## config.mk

```make
export PLATFORM = sky130hd
export DESIGN_NAME = shift_arbiter
export DESIGN_NICKNAME = d
export VERILOG_FILES = /design/src/rtl/shift_pkg.sv /design/src/rtl/shift_right.sv /design/src/rtl/shift_unit.sv /design/src/rtl/shift_arbiter.sv
export SDC_FILE = /design/constraint.sdc
export NUM_CORES = 1
export LEC_CHECK = 0
export ABC_AREA = 0
export CAP_MARGIN = 5
export CORE_AREA = 2 2 150 79
export CTS_CLUSTER_DIAMETER = 30
export DETAILED_ROUTE_END_ITERATION = 6
export DIE_AREA = 0 0 152 81
export PLACE_DENSITY_LB_ADDON = 0.15
export SYNTH_ARGS = -nofsm -noshare
export SYNTH_HDL_FRONTEND = slang
export SYNTH_SLANG_ARGS = --single-unit
```

## constraint.sdc

```tcl
create_clock -name clk -period 9.1 [get_ports clk]
set_input_delay 1.82 -clock clk [delete_from_list [all_inputs] [get_ports clk]]
set_output_delay 1.82 -clock clk [all_outputs]
set_load 0.01 [all_outputs]
```

## src/rtl/shift_pkg.sv

```systemverilog
// Shared shift-op encoding, datapath sizes and bit-reversal helper.
package shift_pkg;

    localparam int unsigned SH_WIDTH = 32;
    localparam int unsigned SH_DEPTH = 5;

    typedef enum logic [1:0] {
        SH_SRL = 2'b00,
        SH_SRA = 2'b01,
        SH_SLL = 2'b10,
        SH_ILL = 2'b11
    } shift_op_t;

    // Reverse bit order so a left shift can run on the right shifter.
    function automatic logic [SH_WIDTH-1:0] bitrev(input logic [SH_WIDTH-1:0] x);
        logic [SH_WIDTH-1:0] r;
        for (int unsigned i = 0; i < SH_WIDTH; i++) begin
            r[i] = x[SH_WIDTH-1-i];
        end
        return r;
    endfunction

endpackage

```

## src/rtl/shift_right.sv

```systemverilog
// Barrel right shifter; vacated MSBs are filled with c.
module shift_right #(
    parameter int unsigned WIDTH = 32,
    parameter int unsigned DEPTH = 5
) (
    input  logic [WIDTH-1:0] a,
    input  logic [DEPTH-1:0] b,
    input  logic             c,
    output logic [WIDTH-1:0] out
);

    logic [WIDTH-1:0] fill_mask_c;

    // Mask of the bit positions vacated by the shift.
    assign fill_mask_c = ~({WIDTH{1'b1}} >> b);
    assign out         = (a >> b) | (c ? fill_mask_c : '0);

endmodule

```

## src/rtl/shift_unit.sv

```systemverilog
// Combinational SRL/SRA/SLL unit built around one right shifter.
module shift_unit
    import shift_pkg::*;
(
    input  shift_op_t             op_i,
    input  logic [SH_WIDTH-1:0]   a_i,
    input  logic [SH_DEPTH-1:0]   b_i,
    output logic [SH_WIDTH-1:0]   result_o,
    output logic                  err_o
);

    logic [SH_WIDTH-1:0] sh_a;
    logic                sh_c;
    logic [SH_WIDTH-1:0] sh_out;

    shift_right #(
        .WIDTH (SH_WIDTH),
        .DEPTH (SH_DEPTH)
    ) u_shift_right (
        .a   (sh_a),
        .b   (b_i),
        .c   (sh_c),
        .out (sh_out)
    );

    // Select shifter operand, fill bit and result post-processing per op.
    always_comb begin
        sh_a     = a_i;
        sh_c     = 1'b0;
        result_o = sh_out;
        err_o    = 1'b0;
        case (op_i)
            SH_SRL: ;
            SH_SRA: sh_c = a_i[SH_WIDTH-1];
            SH_SLL: begin
                sh_a     = bitrev(a_i);
                result_o = bitrev(sh_out);
            end
            default: begin
                result_o = a_i;
                err_o    = 1'b1;
            end
        endcase
    end

endmodule

```

## src/rtl/shift_arbiter.sv

```systemverilog
// Round-robin arbiter sharing one shift unit between two requesters,
// with a one-entry registered response buffer.
module shift_arbiter
    import shift_pkg::*;
#(
    parameter int unsigned WIDTH = SH_WIDTH,
    parameter int unsigned DEPTH = SH_DEPTH
) (
    input  logic               clk,
    input  logic               rst,
    input  logic [1:0]         req_valid_i,
    output logic [1:0]         req_ready_o,
    input  logic [3:0]         req_op_i,
    input  logic [2*WIDTH-1:0] req_a_i,
    input  logic [2*DEPTH-1:0] req_b_i,
    output logic               rsp_valid_o,
    input  logic               rsp_ready_i,
    output logic               rsp_id_o,
    output logic [WIDTH-1:0]   rsp_data_o,
    output logic               rsp_err_o
);

    logic             prio_q,      prio_d;
    logic             rsp_valid_q, rsp_valid_d;
    logic             rsp_id_q,    rsp_id_d;
    logic [WIDTH-1:0] rsp_data_q,  rsp_data_d;
    logic             rsp_err_q,   rsp_err_d;

    logic             can_acc_c;
    logic             gnt_c;
    logic             gnt_id_c;
    logic [1:0]       sel_op_c;
    logic [WIDTH-1:0] sel_a_c;
    logic [DEPTH-1:0] sel_b_c;
    logic [WIDTH-1:0] result_c;
    logic             err_c;

    // Grant: buffer must be free or draining; prio breaks ties.
    always_comb begin
        can_acc_c = !rsp_valid_q || rsp_ready_i;
        gnt_c     = !rst && can_acc_c && (|req_valid_i);
        gnt_id_c  = (&req_valid_i) ? prio_q : req_valid_i[1];
        req_ready_o = 2'b00;
        if (gnt_c) begin
            req_ready_o[gnt_id_c] = 1'b1;
        end
    end

    // Route the granted requester's operands into the shared unit.
    always_comb begin
        sel_op_c = gnt_id_c ? req_op_i[3:2]          : req_op_i[1:0];
        sel_a_c  = gnt_id_c ? req_a_i[2*WIDTH-1:WIDTH] : req_a_i[WIDTH-1:0];
        sel_b_c  = gnt_id_c ? req_b_i[2*DEPTH-1:DEPTH] : req_b_i[DEPTH-1:0];
    end

    shift_unit u_shift_unit (
        .op_i     (shift_op_t'(sel_op_c)),
        .a_i      (sel_a_c),
        .b_i      (sel_b_c),
        .result_o (result_c),
        .err_o    (err_c)
    );

    // Response buffer and priority next-state.
    always_comb begin
        prio_d      = prio_q;
        rsp_valid_d = rsp_valid_q;
        rsp_id_d    = rsp_id_q;
        rsp_data_d  = rsp_data_q;
        rsp_err_d   = rsp_err_q;
        if (gnt_c) begin
            prio_d      = ~gnt_id_c;
            rsp_valid_d = 1'b1;
            rsp_id_d    = gnt_id_c;
            rsp_data_d  = result_c;
            rsp_err_d   = err_c;
        end else if (rsp_valid_q && rsp_ready_i) begin
            rsp_valid_d = 1'b0;
        end
    end

    // State registers, cleared asynchronously.
    always_ff @(posedge clk or posedge rst) begin
        if (rst) begin
            prio_q      <= 1'b0;
            rsp_valid_q <= 1'b0;
            rsp_id_q    <= 1'b0;
            rsp_data_q  <= '0;
            rsp_err_q   <= 1'b0;
        end else begin
            prio_q      <= prio_d;
            rsp_valid_q <= rsp_valid_d;
            rsp_id_q    <= rsp_id_d;
            rsp_data_q  <= rsp_data_d;
            rsp_err_q   <= rsp_err_d;
        end
    end

    assign rsp_valid_o = rsp_valid_q;
    assign rsp_id_o    = rsp_id_q;
    assign rsp_data_o  = rsp_data_q;
    assign rsp_err_o   = rsp_err_q;

endmodule

```

# [Word level (Yosys, flattened, before mapping)]
# Cells that the tools add are included.
[word_totals] ff_bits=36 latchBits=0 mem_bits_rw=0 romBits=0 in_bits=83 output_inout_bits=37 wordCells=41 n_memories=0
[op_classes] n_addsub=0 mul=0 n_div=0 magnitude_cmp=2 eq_ne=2 n_shift=2 muxes=14 n_bitwise=3 reduce_logical=13
[op_table] cell="two-way mux 32 bit" count=3
[op_table] cell="case mux 32 bit (2 select lines)" count=1
[op_table] cell="NOT 32 bit" count=1
[op_table] cell="bitwise OR 32 bit" count=1
[op_table] cell="right shift 32 x 5 -> 32 bit" count=1
[op_table] cell="right shift 32 x 5 -> 32 bit (first input constant)" count=1
[op_table] cell="two-way mux 1 bit" count=6
[op_table] cell="two-way mux 5 bit" count=1
[op_table] cell="logical AND 1 bit" count=4
[op_table] cell="two-way mux 2 bit" count=2
[op_table] cell="OR reduction 2 bit" count=2
[op_table] cell="OR reduction 3 bit" count=1
[op_table] cell="equality test 2 x 1 -> 1 bit (second input constant)" count=1
[op_table] cell="equality test 2 bit (second input constant)" count=1
[op_table] cell="zero test 1 bit" count=2
[op_table] cell="zero test 2 bit" count=1
[op_table] cell="less-than comparator 1 x 2 -> 1 bit (second input constant)" count=1
[op_table] cell="AND reduction 2 bit" count=1
[op_table] cell="nonzero test 2 bit" count=1
[op_table] cell="demux 1 bit (select 1 bit)" count=1
[op_table] cell="greater-or-equal comparator 1 bit (second input constant)" count=1
[op_table] cell="logical OR 1 bit" count=1
[op_table] cell="NOT 1 bit" count=1

# [Longest topological paths before layout]
[logic_depth] ltp_word=8 ltp_mapped=13 mapped_depth_nobuf=8

# [Hierarchy]
# From an unflattened synthesis, not the netlist that was laid out.
[unflattened] cells_unflattened=565 hier_area_um2=5607.9
[modules_own_cells] mod="shift_right" instances=1 cells_each=289 area_each_um2=2428.6 seq_area_each_um2=0.0
[modules_own_cells] mod="shift_arbiter" instances=1 cells_each=128 area_each_um2=2044.5 seq_area_each_um2=900.9
[modules_own_cells] mod="shift_unit" instances=1 cells_each=148 area_each_um2=1134.8 seq_area_each_um2=0.0

# [Least setup slack after synthesis]
# Ideal clock, no wire load.
[synth_path] kind="input to output" from="in rst" to="out req_ready_o[1]" arrival_ns=3.753 required_ns=7.280 slack_ns=3.527 path_stages=6 n_path_buf=2 path_cell_list="inv_1 -> o21ai_0 -> nand2b_1 -> clkbuf_1 -> clkbuf_1 -> nor2_1"
[synth_via] elab_chain_cells=4
[synth_lines] item="start: declaration" line_no="shift_arbiter.sv:10" text="input logic rst,"
[synth_lines] item="zero test 1 bit (no source line)"
[synth_lines] item="logical AND 1 bit (2 in series)" line_no="shift_arbiter.sv:41" text="gnt_c = !rst && can_acc_c && (|req_valid_i);"
[synth_lines] item="two-way mux 2 bit" line_no="shift_arbiter.sv:44" text="if (gnt_c) begin"
[synth_lines] item="end: declaration" line_no="shift_arbiter.sv:12" text="output logic [1:0] req_ready_o,"
# Every way passes these cells.

# [Worst setup path in the final report]
[layout_path] from="in req_valid_i[1]" to="out req_ready_o[1]"
[layout_via] elab_chain_cells=7 elab_cells_between_ends=10 cone_classes="order compare (2); mux (4); reduce/logical (4)"
[layout_lines] item="start: declaration" line_no="shift_arbiter.sv:11" text="input logic [1:0] req_valid_i,"
[layout_lines] item="AND reduction 2 bit" line_no="shift_arbiter.sv:42" text="gnt_id_c = (&req_valid_i) ? prio_q : req_valid_i[1];"
[layout_lines] item="two-way mux 1 bit" line_no="shift_arbiter.sv:42"
[layout_lines] item="less-than comparator 1 x 2 -> 1 bit (implied by the code) or greater-or-equal comparator 1 bit (tied branches)" line_no="shift_arbiter.sv:45" text="req_ready_o[gnt_id_c] = 1'b1;"
[layout_lines] item="logical AND 1 bit (implied by the code)" line_no="shift_arbiter.sv:45"
[layout_lines] item="two-way mux 1 bit (implied by the code)" line_no="shift_arbiter.sv:45"
[layout_lines] item="demux 1 bit (select 1 bit)" line_no="shift_arbiter.sv:45"
[layout_lines] item="two-way mux 2 bit (*)" line_no="shift_arbiter.sv:44"
# Mark *: on every way between the ends. The rest lies on a longest branch, timed or not.

==> impl_metrics.py <==
metrics = {
    "worst_setup_path": {
        "critPathArrivalTime_ns": 4.36,
        "crit_slowest_cell": "clkdlybuf4s50_1",
        "crit_path_frequent_cell": "clkdlybuf4s50_1",
        "worst-path-buf-inv": 3,
        "crit_path_start_kind": "input pin",
        "critPathTopFamily": "buffers and inverters",
        "critical-path-max-stage-delay_ns": 0.92,
        "cp_max_fo": 38,
        "worstPathRequired_ns": 7.28,
        "worstPathCellList": "clkdlybuf4s50_1, o21ai_0, nand2b_1, buf_4, nor2_1, clkdlybuf4s50_1",
        "cp-end-kind": "output port",
        "crit_type": "input pin to output port",
    },
    "floorplan": {
        "die_w_um": 152,
        "rows": 28,
        "core_um2": 11200,
        "dieHeight_um": 81,
        "start_util": 0.540,
        "pin_count": 120,
        "dieArea_um2": 12300,
    },
    "detailed_routing": {
        "finalWirelength_um": 31100,
        "drtAntennaViolNets": 0,
        "avgViaCountPerCell": 7.94,
        "drt_iter0_markers": 1442,
        "route.vias.total": 8285,
        "drc": 16,
        "dr.pass1.iters": 7,
        "drt-wirelength-per-cell_um": 29.9,
    },
    "global_routing": {
        "grt_pass1_vias": 7417,
        "grt_max_degree": 42,
        "grt_first_pass_wirelength_um": 45900,
        "antenna_found_initial": 0,
        "grt.overflow.total": 0,
        "grtUsageTotal": 0.493,
    },
    "synthesis": {
        "synth_flop_cell": "dfrtp_1",
        "ys_ff_latch": 36,
        "ys_seq_area_frac": 0.148,
        "synth_edf_count": 0,
        "syn_inst": 818,
        "synth_fp_nets": 901,
        "ys_async_sr_fraction": 1.00,
        "netlist_area_um2": 6080,
        "yosysWarningCount": 0,
        "synth_area_per_cell_um2": 7.43,
        "ys_types": 82,
    },
    "hold_path": {
        "worstHoldPathType": "register to register",
    },
    "clock_tree": {
        "post_cts_buffers": 0,
        "cts_made_buffers": 5,
        "clockBufferDepth": 2,
        "cts_tree": "yes",
        "clock_sinks": 36,
        "ctsResizeCount": 0,
        "cts_max_level": 2,
        "clk-insertion-delay-late_ns": 0.29,
        "cts_root_buf": "clkbuf_16",
        "clk_pin_slew_worst_paths_ns": 0.06,
        "hold_buffers": 0,
    },
    "timing": {
        "fin_ws_ns": 2.92,
        "rsz0062_at_grt": "no",
        "finalHoldWorstSlack_ns": 0.477,
        "skew_ns": 0.00948,
        "finalHoldViolations": 0,
        "period_share": 0.679,
        "clock.fmax_ghz": 0.162,
        "setup_tns_ns": 0,
        "worst_pin_slew_ns": 1.09,
        "fin_crit_ns": 6.18,
        "slew_headroom": 0.274,
        "setup_viol": 0,
        "drv_slew": 0,
    },
    "layout": {
        "final_cell_mix": "clkdlybuf4s50_1 (119), nand2_1 (103), mux2i_1 (82), nor2_1 (58), a21oi_1 (54)",
        "register_area_um2": 901,
        "final_common_cell": "clkdlybuf4s50_1",
        "areaGrowthSynthToFinish_pct": 22.1,
        "fin_nets": 976,
        "antennaDiodeCount": 0,
        "multi_input_area_um2": 4810,
        "fillers": 953,
        "drive_gt1_frac": 0.0829,
        "final_util": 0.660,
    },
    "place": {
        "hpwl_um": 23600,
        "port_buffers": 119,
        "place_ws_ns": 2.95,
        "place.gp.congestion": 1.21,
    },
    "pwr": {
        "vdd_drop_max_mv": 0.125,
        "leakage_nw": 2.89,
        "finalPower_mw": 1.15,
        "p_per_area_nw_per_um2": 155,
    },
    "run": {
        "drv_cap": 0,
    },
    "run_status": {
        "violations": "design-rule violations",
        "outcome": "finished, violations left",
    },
}
-- flip-flops by register name, summed over array words and instances, names as in the netlist --
name	cells
rsp_valid_o	1
prio_q	1
rsp_data_o	32
rsp_err_o	1
rsp_id_o	1
-- area by class of cell --
class,instances,area share
Clock buffer,7,0.0206
Inverter,6,0.00303
Multi-Input combinational cell,704,0.648
Sequential cell,36,0.121
Tap cell,150,0.0253
Timing Repair Buffer,140,0.182
-- metrics by stage --
stage | instances | cell area [um^2]
2_1_floorplan | 818 | 6080
3_3_place_gp | 1036 | 7270
3_5_place_dp | 1036 | 7270
4_1_cts | 1043 | 7420
5_1_grt | 1043 | 7420
6_report | 1043 | 7420
-- worst min-delay path, stage by stage, from the launching register on --
cell	delay [ns]
dfrtp_1	0.34
nand2_1	0.05
o21ai_0	0.06
-- per-layer routing --
| layer | GRT usage | up-vias | routed length [um] |
|---|---|---|---|
| met5 | 0.0437 | - | 74 |
| met4 | 0.169 | 2 | 1400 |
| met3 | 0.265 | 152 | 6070 |
| met2 | 0.673 | 866 | 11500 |
| met1 | 0.653 | 3884 | 12100 |
| li1 | - | 3381 | - |
-- cells by family after synthesis --
kind of cell,synth area share
AOI/OAI and AO/OA,0.368
and+or+nand+nor,0.210
muxes,0.208
buffers and inverters,0.0622
DFF,0.148
xor gates and xnor gates,0.00288
-- synth_stat cells, drive strengths merged, types with 7 or more instances --
cell      n  area (um^2)
nor3     31          155
nand3    33          165
dfrtp    36          901
a22oi     7         52.6
o221ai    7         61.3
a221oi    9         78.8
a211oi   19          143
o21ai    51          263
o211ai   16          130
nor2     60          230
buf      37          224
a21o      9         67.6
a311oi    7         61.3
mux4     15          338
mux2i    83          835
a21oi    54          270
nand2   104          393
o31ai     9         67.6
clkbuf   35          131
a31oi    20          140
o22ai    42          263
mux2      8         93.8
and2      9         56.3
-- power breakdown --
group,switching (mW),internal (mW)
registers,0.0288,0.203
clock network,0.0713,0.115
logic,0.446,0.286
total,0.546,0.604
-- final timing paths --
check | startpoint | depth (start not counted) | slack [ns] | endpoint
max | req_valid_i[1] | 6 | 2.92 | req_ready_o[1]
min reg2reg | rsp_err_o | 2 | 0.48 | rsp_err_o
max in group asynchronous | rst | 3 | 6.78 | rsp_data_o[15]
max reg2reg | prio_q | 9 | 4.82 | rsp_data_o[14]
min in group asynchronous | rst | 3 | 1.97 | rsp_data_o[9]
min | rsp_err_o | 2 | 0.48 | rsp_err_o
Note: power is estimated with default switching activity, not from simulation.
